$ cat config.mk
export PLATFORM = sky130hd
export DESIGN_NAME = mem_exception_unit
export DESIGN_NICKNAME = d
export VERILOG_FILES = /design/src/rtl/mem_exception_unit.sv
export SDC_FILE = /design/constraint.sdc
export NUM_CORES = 1
export LEC_CHECK = 0
export BUFFER_PORTS_ARGS = -buffer_cell sky130_fd_sc_hd__buf_2
export CORE_AREA = 4 4 122 124
export DETAILED_ROUTE_END_ITERATION = 8
export DIE_AREA = 0 0 126 128
export RECOVER_POWER = 25
export SKIP_LAST_GASP = 1
export SYNTH_ARGS = -nofsm -noshare
export SYNTH_HDL_FRONTEND = slang
export SYNTH_SLANG_ARGS = --single-unit
$ cat constraint.sdc
create_clock -name clk -period 2.94 [get_ports clk]
set_input_delay 0.147 -clock clk [delete_from_list [all_inputs] [get_ports clk]]
set_output_delay 0.147 -clock clk [all_outputs]
set_load 0.01 [all_outputs]
$ cat src/rtl/mem_exception_unit.sv
// -----------------------------------------------------------------------------
// mem_exception_unit
//
// MEM-stage exception arbiter placed directly upstream of the CP0 register file.
// It merges the exception flags carried down the pipeline with the pending
// hardware-interrupt condition. In the same cycle it drives the winning
// exception code, the delay-slot flag and the instruction address into CP0.
// On the following cycle it issues a one-cycle flush and a redirect PC to
// pipeline control.
//
// Ports:
//   clk, rst             clock; synchronous active-low reset
//   mem_valid_i          MEM holds a real instruction (0 = bubble)
//   excepttype_i         pipeline flags: [8] syscall, [9] invalid, [10] trap,
//                        [11] overflow, [12] eret
//   inst_addr_i          PC of the MEM instruction
//   is_in_delayslot_i    MEM instruction sits in a delay slot
//   cp0_status_i/cause_i/epc_i   committed CP0 values
//   wb_cp0_we_i/waddr_i/wdata_i  WB-stage CP0 write, forwarded here
//   exception_type_o     final code to CP0 (1 int, 8 sys, a inv, d trap,
//                        c ovf, e eret, 0 none)
//   is_in_delayslot_o    delay-slot flag to CP0
//   inst_addr_o          instruction address to CP0
//   flush_o              one-cycle flush pulse
//   new_pc_o             redirect target, meaningful only while flush_o=1
//   exc_count_o          saturating count of taken exceptions
// -----------------------------------------------------------------------------
module mem_exception_unit #(
    parameter logic [31:0] EXC_VECTOR = 32'h0000_0020,
    parameter int          CNT_W      = 16
) (
    input  logic             clk,
    input  logic             rst,
    input  logic             mem_valid_i,
    input  logic [31:0]      excepttype_i,
    input  logic [31:0]      inst_addr_i,
    input  logic             is_in_delayslot_i,
    input  logic [31:0]      cp0_status_i,
    input  logic [31:0]      cp0_cause_i,
    input  logic [31:0]      cp0_epc_i,
    input  logic             wb_cp0_we_i,
    input  logic [4:0]       wb_cp0_waddr_i,
    input  logic [31:0]      wb_cp0_wdata_i,
    output logic [31:0]      exception_type_o,
    output logic             is_in_delayslot_o,
    output logic [31:0]      inst_addr_o,
    output logic             flush_o,
    output logic [31:0]      new_pc_o,
    output logic [CNT_W-1:0] exc_count_o
);

    typedef enum logic {
        ST_IDLE  = 1'b0,
        ST_FLUSH = 1'b1
    } state_t;

    localparam logic [4:0] ADDR_STATUS = 5'd12;
    localparam logic [4:0] ADDR_CAUSE  = 5'd13;
    localparam logic [4:0] ADDR_EPC    = 5'd14;

    localparam logic [31:0] CODE_INT  = 32'h0000_0001;
    localparam logic [31:0] CODE_SYS  = 32'h0000_0008;
    localparam logic [31:0] CODE_INV  = 32'h0000_000a;
    localparam logic [31:0] CODE_TRAP = 32'h0000_000d;
    localparam logic [31:0] CODE_OVF  = 32'h0000_000c;
    localparam logic [31:0] CODE_ERET = 32'h0000_000e;

    state_t            r_state;
    state_t            w_state_nxt;
    logic              r_int_pending;
    logic [31:0]       r_new_pc;
    logic [CNT_W-1:0]  r_cnt;

    logic [31:0]       w_status;
    logic [31:0]       w_cause;
    logic [31:0]       w_epc;
    logic              w_int_cond;
    logic              w_detect;
    logic [31:0]       w_exc_type;
    logic              w_take;
    logic [31:0]       w_target;
    logic              w_unused_bits;

    // WB-stage mtc0 forwarding; only the software-interrupt bits and IV/WP
    // of Cause are writable, everything else comes from the committed value.
    always_comb begin
        w_status = cp0_status_i;
        w_cause  = cp0_cause_i;
        w_epc    = cp0_epc_i;
        if (wb_cp0_we_i) begin
            case (wb_cp0_waddr_i)
                ADDR_STATUS: w_status = wb_cp0_wdata_i;
                ADDR_EPC:    w_epc    = wb_cp0_wdata_i;
                ADDR_CAUSE:  w_cause  = {cp0_cause_i[31:24], wb_cp0_wdata_i[23:22],
                                         cp0_cause_i[21:10], wb_cp0_wdata_i[9:8],
                                         cp0_cause_i[7:0]};
                default: ;
            endcase
        end
    end

    // Interrupts need IE=1 and EXL=0.
    assign w_int_cond = (|(w_cause[15:8] & w_status[15:8])) && w_status[0] && !w_status[1];

    // Nothing is detected under reset, during the flush cycle, or on a bubble.
    assign w_detect = rst && (r_state == ST_IDLE) && mem_valid_i;

    always_comb begin
        w_exc_type = 32'h0;
        if (w_detect) begin
            if (w_int_cond || r_int_pending) w_exc_type = CODE_INT;
            else if (excepttype_i[8])        w_exc_type = CODE_SYS;
            else if (excepttype_i[9])        w_exc_type = CODE_INV;
            else if (excepttype_i[10])       w_exc_type = CODE_TRAP;
            else if (excepttype_i[11])       w_exc_type = CODE_OVF;
            else if (excepttype_i[12])       w_exc_type = CODE_ERET;
        end
    end

    assign w_take   = (w_exc_type != 32'h0);
    assign w_target = (w_exc_type == CODE_ERET) ? w_epc : EXC_VECTOR;

    always_comb begin
        w_state_nxt = r_state;
        case (r_state)
            ST_IDLE:  if (w_take) w_state_nxt = ST_FLUSH;
            ST_FLUSH: w_state_nxt = ST_IDLE;
            default:  w_state_nxt = ST_IDLE;
        endcase
    end

    always_ff @(posedge clk) begin
        if (!rst) begin
            r_state       <= ST_IDLE;
            r_int_pending <= 1'b0;
            r_new_pc      <= 32'h0;
            r_cnt         <= '0;
        end else begin
            r_state  <= w_state_nxt;
            r_new_pc <= w_take ? w_target : 32'h0;
            // Remember an interrupt that arrived while MEM held a bubble, so
            // it is taken on the next real instruction.
            if (w_take || !w_int_cond)
                r_int_pending <= 1'b0;
            else if ((r_state == ST_IDLE) && !mem_valid_i)
                r_int_pending <= 1'b1;
            if (w_take && (r_cnt != {CNT_W{1'b1}}))
                r_cnt <= r_cnt + CNT_W'(1);
        end
    end

    assign exception_type_o  = w_exc_type;
    assign is_in_delayslot_o = (rst && mem_valid_i) ? is_in_delayslot_i : 1'b0;
    assign inst_addr_o       = (rst && mem_valid_i) ? inst_addr_i : 32'h0;
    assign flush_o           = (r_state == ST_FLUSH);
    assign new_pc_o          = r_new_pc;
    assign exc_count_o       = r_cnt;

    assign w_unused_bits = ^{excepttype_i[31:13], excepttype_i[7:0],
                             w_status[31:16], w_status[7:2],
                             w_cause[31:16], w_cause[7:0]};

endmodule
Word-level counts from Yosys, hierarchy flattened
Cells that the tools add are included.
{ "totals": {"elab_cells": 49, "register_bits": 50} }
{ "classes": {"reduce_logical": 17, "addsub": 1, "muxes": 18, "n_eq_ne": 5, "n_bitwise": 3} }
{ "ops": {"columns": ["cell", "n"], "rows": [
  ["two-way mux 32 bit", 3],
  ["== test 32 x 4 -> 1 bit, second input constant", 1],
  ["two-way mux 16 bit", 2],
  ["nonzero test 32 bit", 1],
  ["two-way mux 4 bit", 7],
  ["two-way mux 10 bit", 2],
  ["adder 16 x 1 -> 16 bit, second input constant", 1],
  ["inequality test 16 bit, second input constant", 1],
  ["== test 5 x 4 -> 1 bit, second input constant", 3],
  ["bitwise AND 8 bit", 1],
  ["OR reduction 8 bit", 1],
  ["logical AND 1 bit", 7],
  ["two-way mux 6 bit", 1],
  ["logical NOT 1 bit", 3],
  ["AND reduction 3 bit", 1],
  ["logical OR 1 bit", 2],
  ["two-way mux 1 bit", 2],
  ["inverter 1 bit", 2],
  ["one-hot mux 1 bit (2 select lines)", 1],
  ["AND reduction 2 bit", 1],
  ["OR reduction 2 bit", 1]
]} }

Depth between registers and ports, before layout
{ "logic_depth": {"word_depth": 13, "depth_mapped": 10, "mapped_depth_nobuf": 9} }

Worst setup path after synthesis
OpenSTA, ideal clock, no wires.
{ "synth_timing": {"kind": "in2out", "start": "in wb_cp0_we_i", "end": "out exception_type_o[2]", "slack_ns": 0.540, "n_path_buf": 0, "stages": 8, "arrival_ns": 2.253, "required_ns": 2.793, "path_cell_list": "nand3_1 -> nor4_4 -> mux2_2 -> a221oi_2 -> a41oi_4 -> nor2_1 -> nand2_1 -> nor4_1"} }
{ "synth_between": {"elab_chain_cells": 8} }
{ "synth_rtl": {"columns": ["element", "line", "source"], "rows": [
  ["from (decl)", "41", "input logic wb_cp0_we_i,"],
  ["two-way mux 10 bit / two-way mux 16 bit (equally long branches)", "90", "if (wb_cp0_we_i) begin"],
  ["bitwise AND 8 bit", "103", "assign w_int_cond = (|(w_cause[15:8] & w_status[15:8])) && w_status[0] && !w_status[1];"],
  ["OR reduction 8 bit", "103", null],
  ["logical AND 1 bit", "103", null],
  ["logical AND 1 bit (*)", "103", null],
  ["logical OR 1 bit (*)", "111", "if (w_int_cond || r_int_pending) w_exc_type = CODE_INT;"],
  ["two-way mux 4 bit (*)", "111", null],
  ["two-way mux 4 bit (*)", "110", "if (w_detect) begin"],
  ["to (decl)", "44", "output logic [31:0] exception_type_o,"]
]} }
Every way passes the cells marked *; elsewhere a longest branch is shown, timed or not.

Final worst setup path
Ends and elaborated chain as after synthesis.

==> results.sh <==
export IMPL_dpl_hpwl_um=8660
export IMPL_root_buffer="clkbuf_16"
export IMPL_ys_async_sr_fraction_pct=0
export IMPL_ant_nets=0
export IMPL_netSwitchingFraction_pct=27.6
export IMPL_drive_gt1_share_pct=37.6
export IMPL_wl_per_cell_um=14.4
export IMPL_htreeDepth=2
export IMPL_pin_count=316
export IMPL_max_stage_delay_ps=400
export IMPL_wirelength_um=10700
export IMPL_dieArea_sq_um=16100
export IMPL_worstPathCellList="buf_2 -> nand3_1 -> nor3_1 -> mux2_2 -> a221oi_2 -> a41oi_4 -> nor2_1 -> nand2_1 -> nor4_1 -> buf_2"
export IMPL_netlist_area_sq_um=2700
export IMPL_p_seq_share_pct=44.3
export IMPL_regArea_sq_um=1000
export IMPL_drt_iter0_drc=88
export IMPL_multiInputGateArea_sq_um=1490
export IMPL_final_cell_mix="180 x buf_2, 80 x nand2_1, 50 x dfxtp_1, 43 x a21oi_1, 38 x and3_1"
export IMPL_place_congestion=0.877
export IMPL_crit_top_cell="buf_2"
export IMPL_grt_first_pass_wirelength_um=16000
export IMPL_fmax_mhz=365
export IMPL_r2r_cells=9
export IMPL_fin_tns_setup_ps=0
export IMPL_relSlewSlack_pct=53.5
export IMPL_synthCells=352
export IMPL_cts_hold_buf=0
export IMPL_ys_seq_area_share_pct=37.1
export IMPL_cts_tree="done"
export IMPL_cts_made_buffers=5
export IMPL_cp_max_fo=5
export IMPL_diodes=0
export IMPL_drc_errors=0
export IMPL_synth_edf_count=0
export IMPL_fillCellCount=1550
export IMPL_required_ps=2790
export IMPL_antenna_found_initial=1
export IMPL_p_int_uw=1120
export IMPL_final_common_cell="buf_2"
export IMPL_worst_slew_pin_slew_ps=698
export IMPL_start_util_pct=19.6
export IMPL_yosysWarnings=0
export IMPL_p_per_area_nw_per_um2=388
export IMPL_start_kind="input pin"
export IMPL_post_place_ws_ps=28.9
export IMPL_hold_path_cell_count=3
export IMPL_crit_start="wb_cp0_we_i"
export IMPL_crit_arrival_ps=2590
export IMPL_p_comb_share_pct=16.2
export IMPL_min_path_type="in2reg"
export IMPL_die_x_um=126
export IMPL_yosysUniqueCellTypes=45
export IMPL_grt_overflow_total=0
export IMPL_rsz0062_at_grt="no"
export IMPL_die_y_um=128
export IMPL_rows=43
export IMPL_cts_path_max_buffers=2
export IMPL_crit_slowest_cell="nor3_1"
export IMPL_setup_viol=0
export IMPL_insertion_delay_ps=300
export IMPL_p_clk_share_pct=39.4
export IMPL_holdCritStartpoint="wb_cp0_wdata_i[26]"
export IMPL_rrSetupSlack_ps=720
export IMPL_crit_cells=10
export IMPL_hold_viol=0
export IMPL_drtPass1Iterations=4
export IMPL_period_share_pct=93.2
export IMPL_nNetsFinal=763
export IMPL_grt_pass1_vias=2933
export IMPL_leakage_uw=0.00202
export IMPL_maxSlewViolCount=0
export IMPL_clkSinkCount=50
export IMPL_total_power_uw=1550
export IMPL_vias=3134
export IMPL_worst_path_buf_inv=2
export IMPL_path_clk_slew_ps=80
export IMPL_viasPerCell=4.23
export IMPL_ys_seq_elements=50
export IMPL_avgSynthCellArea_sq_um=7.67
export IMPL_utilization_pct=29.0
export IMPL_timing_final_ws_setup_ps=201
export IMPL_critPathKind="in2out"
export IMPL_net_switching_power_uw=428
export IMPL_synth_ff_type="dfxtp_1"
export IMPL_core_sq_um=13800
export IMPL_grt_usage_pct=12.5
export IMPL_vdd_ir_drop_worst_uv=223
export IMPL_critical_path_top_delay_family="simple AND/OR/NAND/NOR gates"
export IMPL_grt_start_max_net_pins=42
export IMPL_r2r_start="exc_count_o[3]"
export IMPL_numPortBuffers=214
export IMPL_finClkSkew_ps=7.05
export IMPL_hold_slack_ps=75.2
export IMPL_post_route_min_period_ps=2740
export IMPL_status="finished clean"
export IMPL_cp_end_kind="output port"
export IMPL_area_growth_pct=48.1
export IMPL_drv_cap=0
## area by class of cell
| type | instances | area share, % |
|---|---|---|
| timing repair buffer | 222 | 27.5 |
| clock inverter | 3 | 0.720 |
| multi-input combinational | 275 | 37.4 |
| inverter | 6 | 0.563 |
| tap | 180 | 5.63 |
| sequential | 50 | 25.0 |
| clock buffer | 5 | 3.13 |
## worst register-to-register path, delay by kind of cell, from the launching register on
family / cells / cell delay, ps
compound gates: 3 / 420
flops: 1 / 440
simple gates: 5 / 1080
buf+inv: 1 / 190
## cell usage after synthesis, types with 2 or more instances
cell type	n	area, sq um
nor3_1	6	30.0
nor2_1	10	37.5
dfxtp_1	50	1000
nand2_1	80	300
or3_1	8	50.1
nand3_1	11	55.1
mux2_2	4	45.0
o31ai_1	3	22.5
nand4_1	3	18.8
mux2i_1	2	20.0
o211ai_1	2	15.0
buf_4	29	218
inv_1	5	18.8
a21oi_1	43	215
and3_1	38	238
o21ai_0	12	60.1
clkbuf_1	18	67.6
## kinds of logic after synthesis
logic type                 synth area share [%]
other                                     0.139
and+or+nand+nor                            30.3
AOI/OAI and AO/OA                          16.9
DFF                                        37.1
buffers and inverters                      11.8
muxes                                      3.38
adders and majority gates                 0.463
## per-stage QoR
step	cells	instance area, sq um
finish	741	4000
global route	741	4000
CTS	741	4030
detailed placement	733	3880
global placement	733	3880
floorplan	379	2800
## registers in the layout, summed over array words and instances, names as in the netlist
signal and cells:
flush_o 1, r_int_pending 1, exc_count_o 16, new_pc_o 32
## path summary, 6_finish.rpt
kind / to
setup / recovery: exception_type_o[2]
hold / removal: new_pc_o[26]
setup reg to reg: exc_count_o[6]
hold reg to reg: exc_count_o[10]
## repair_timing
item / 4_1_cts / 5_1_grt
setup endpoints to repair: 0 / 1
setup buffers: 0 / 0
resized for setup: 0 / 1
## per-layer routing
| layer | vias to the layer above | part of all wire [%] | track usage [%] | routed length (um) |
|---|---|---|---|---|
| met5 | - | 0.12 | 0 | 13 |
| met4 | 2 | 1.0 | 3.41 | 110 |
| met3 | 9 | 9.6 | 4.63 | 1030 |
| met2 | 153 | 45 | 20.1 | 4850 |
| met1 | 1386 | 44 | 15.9 | 4700 |
| li1 | 1584 | - | - | - |
## power by group through the flow
stage | Combinational (uW) | Clock [uW] | Sequential, uW
3_3_place_gp | 249 | 0 | 703
6_report | 252 | 612 | 688
2_1_floorplan | 135 | 0 | 706
4_1_cts | 252 | 647 | 688
5_1_grt | 280 | 673 | 689
3_5_place_dp | 251 | 0 | 704
No activity file was read; power rests on OpenSTA's default activity.
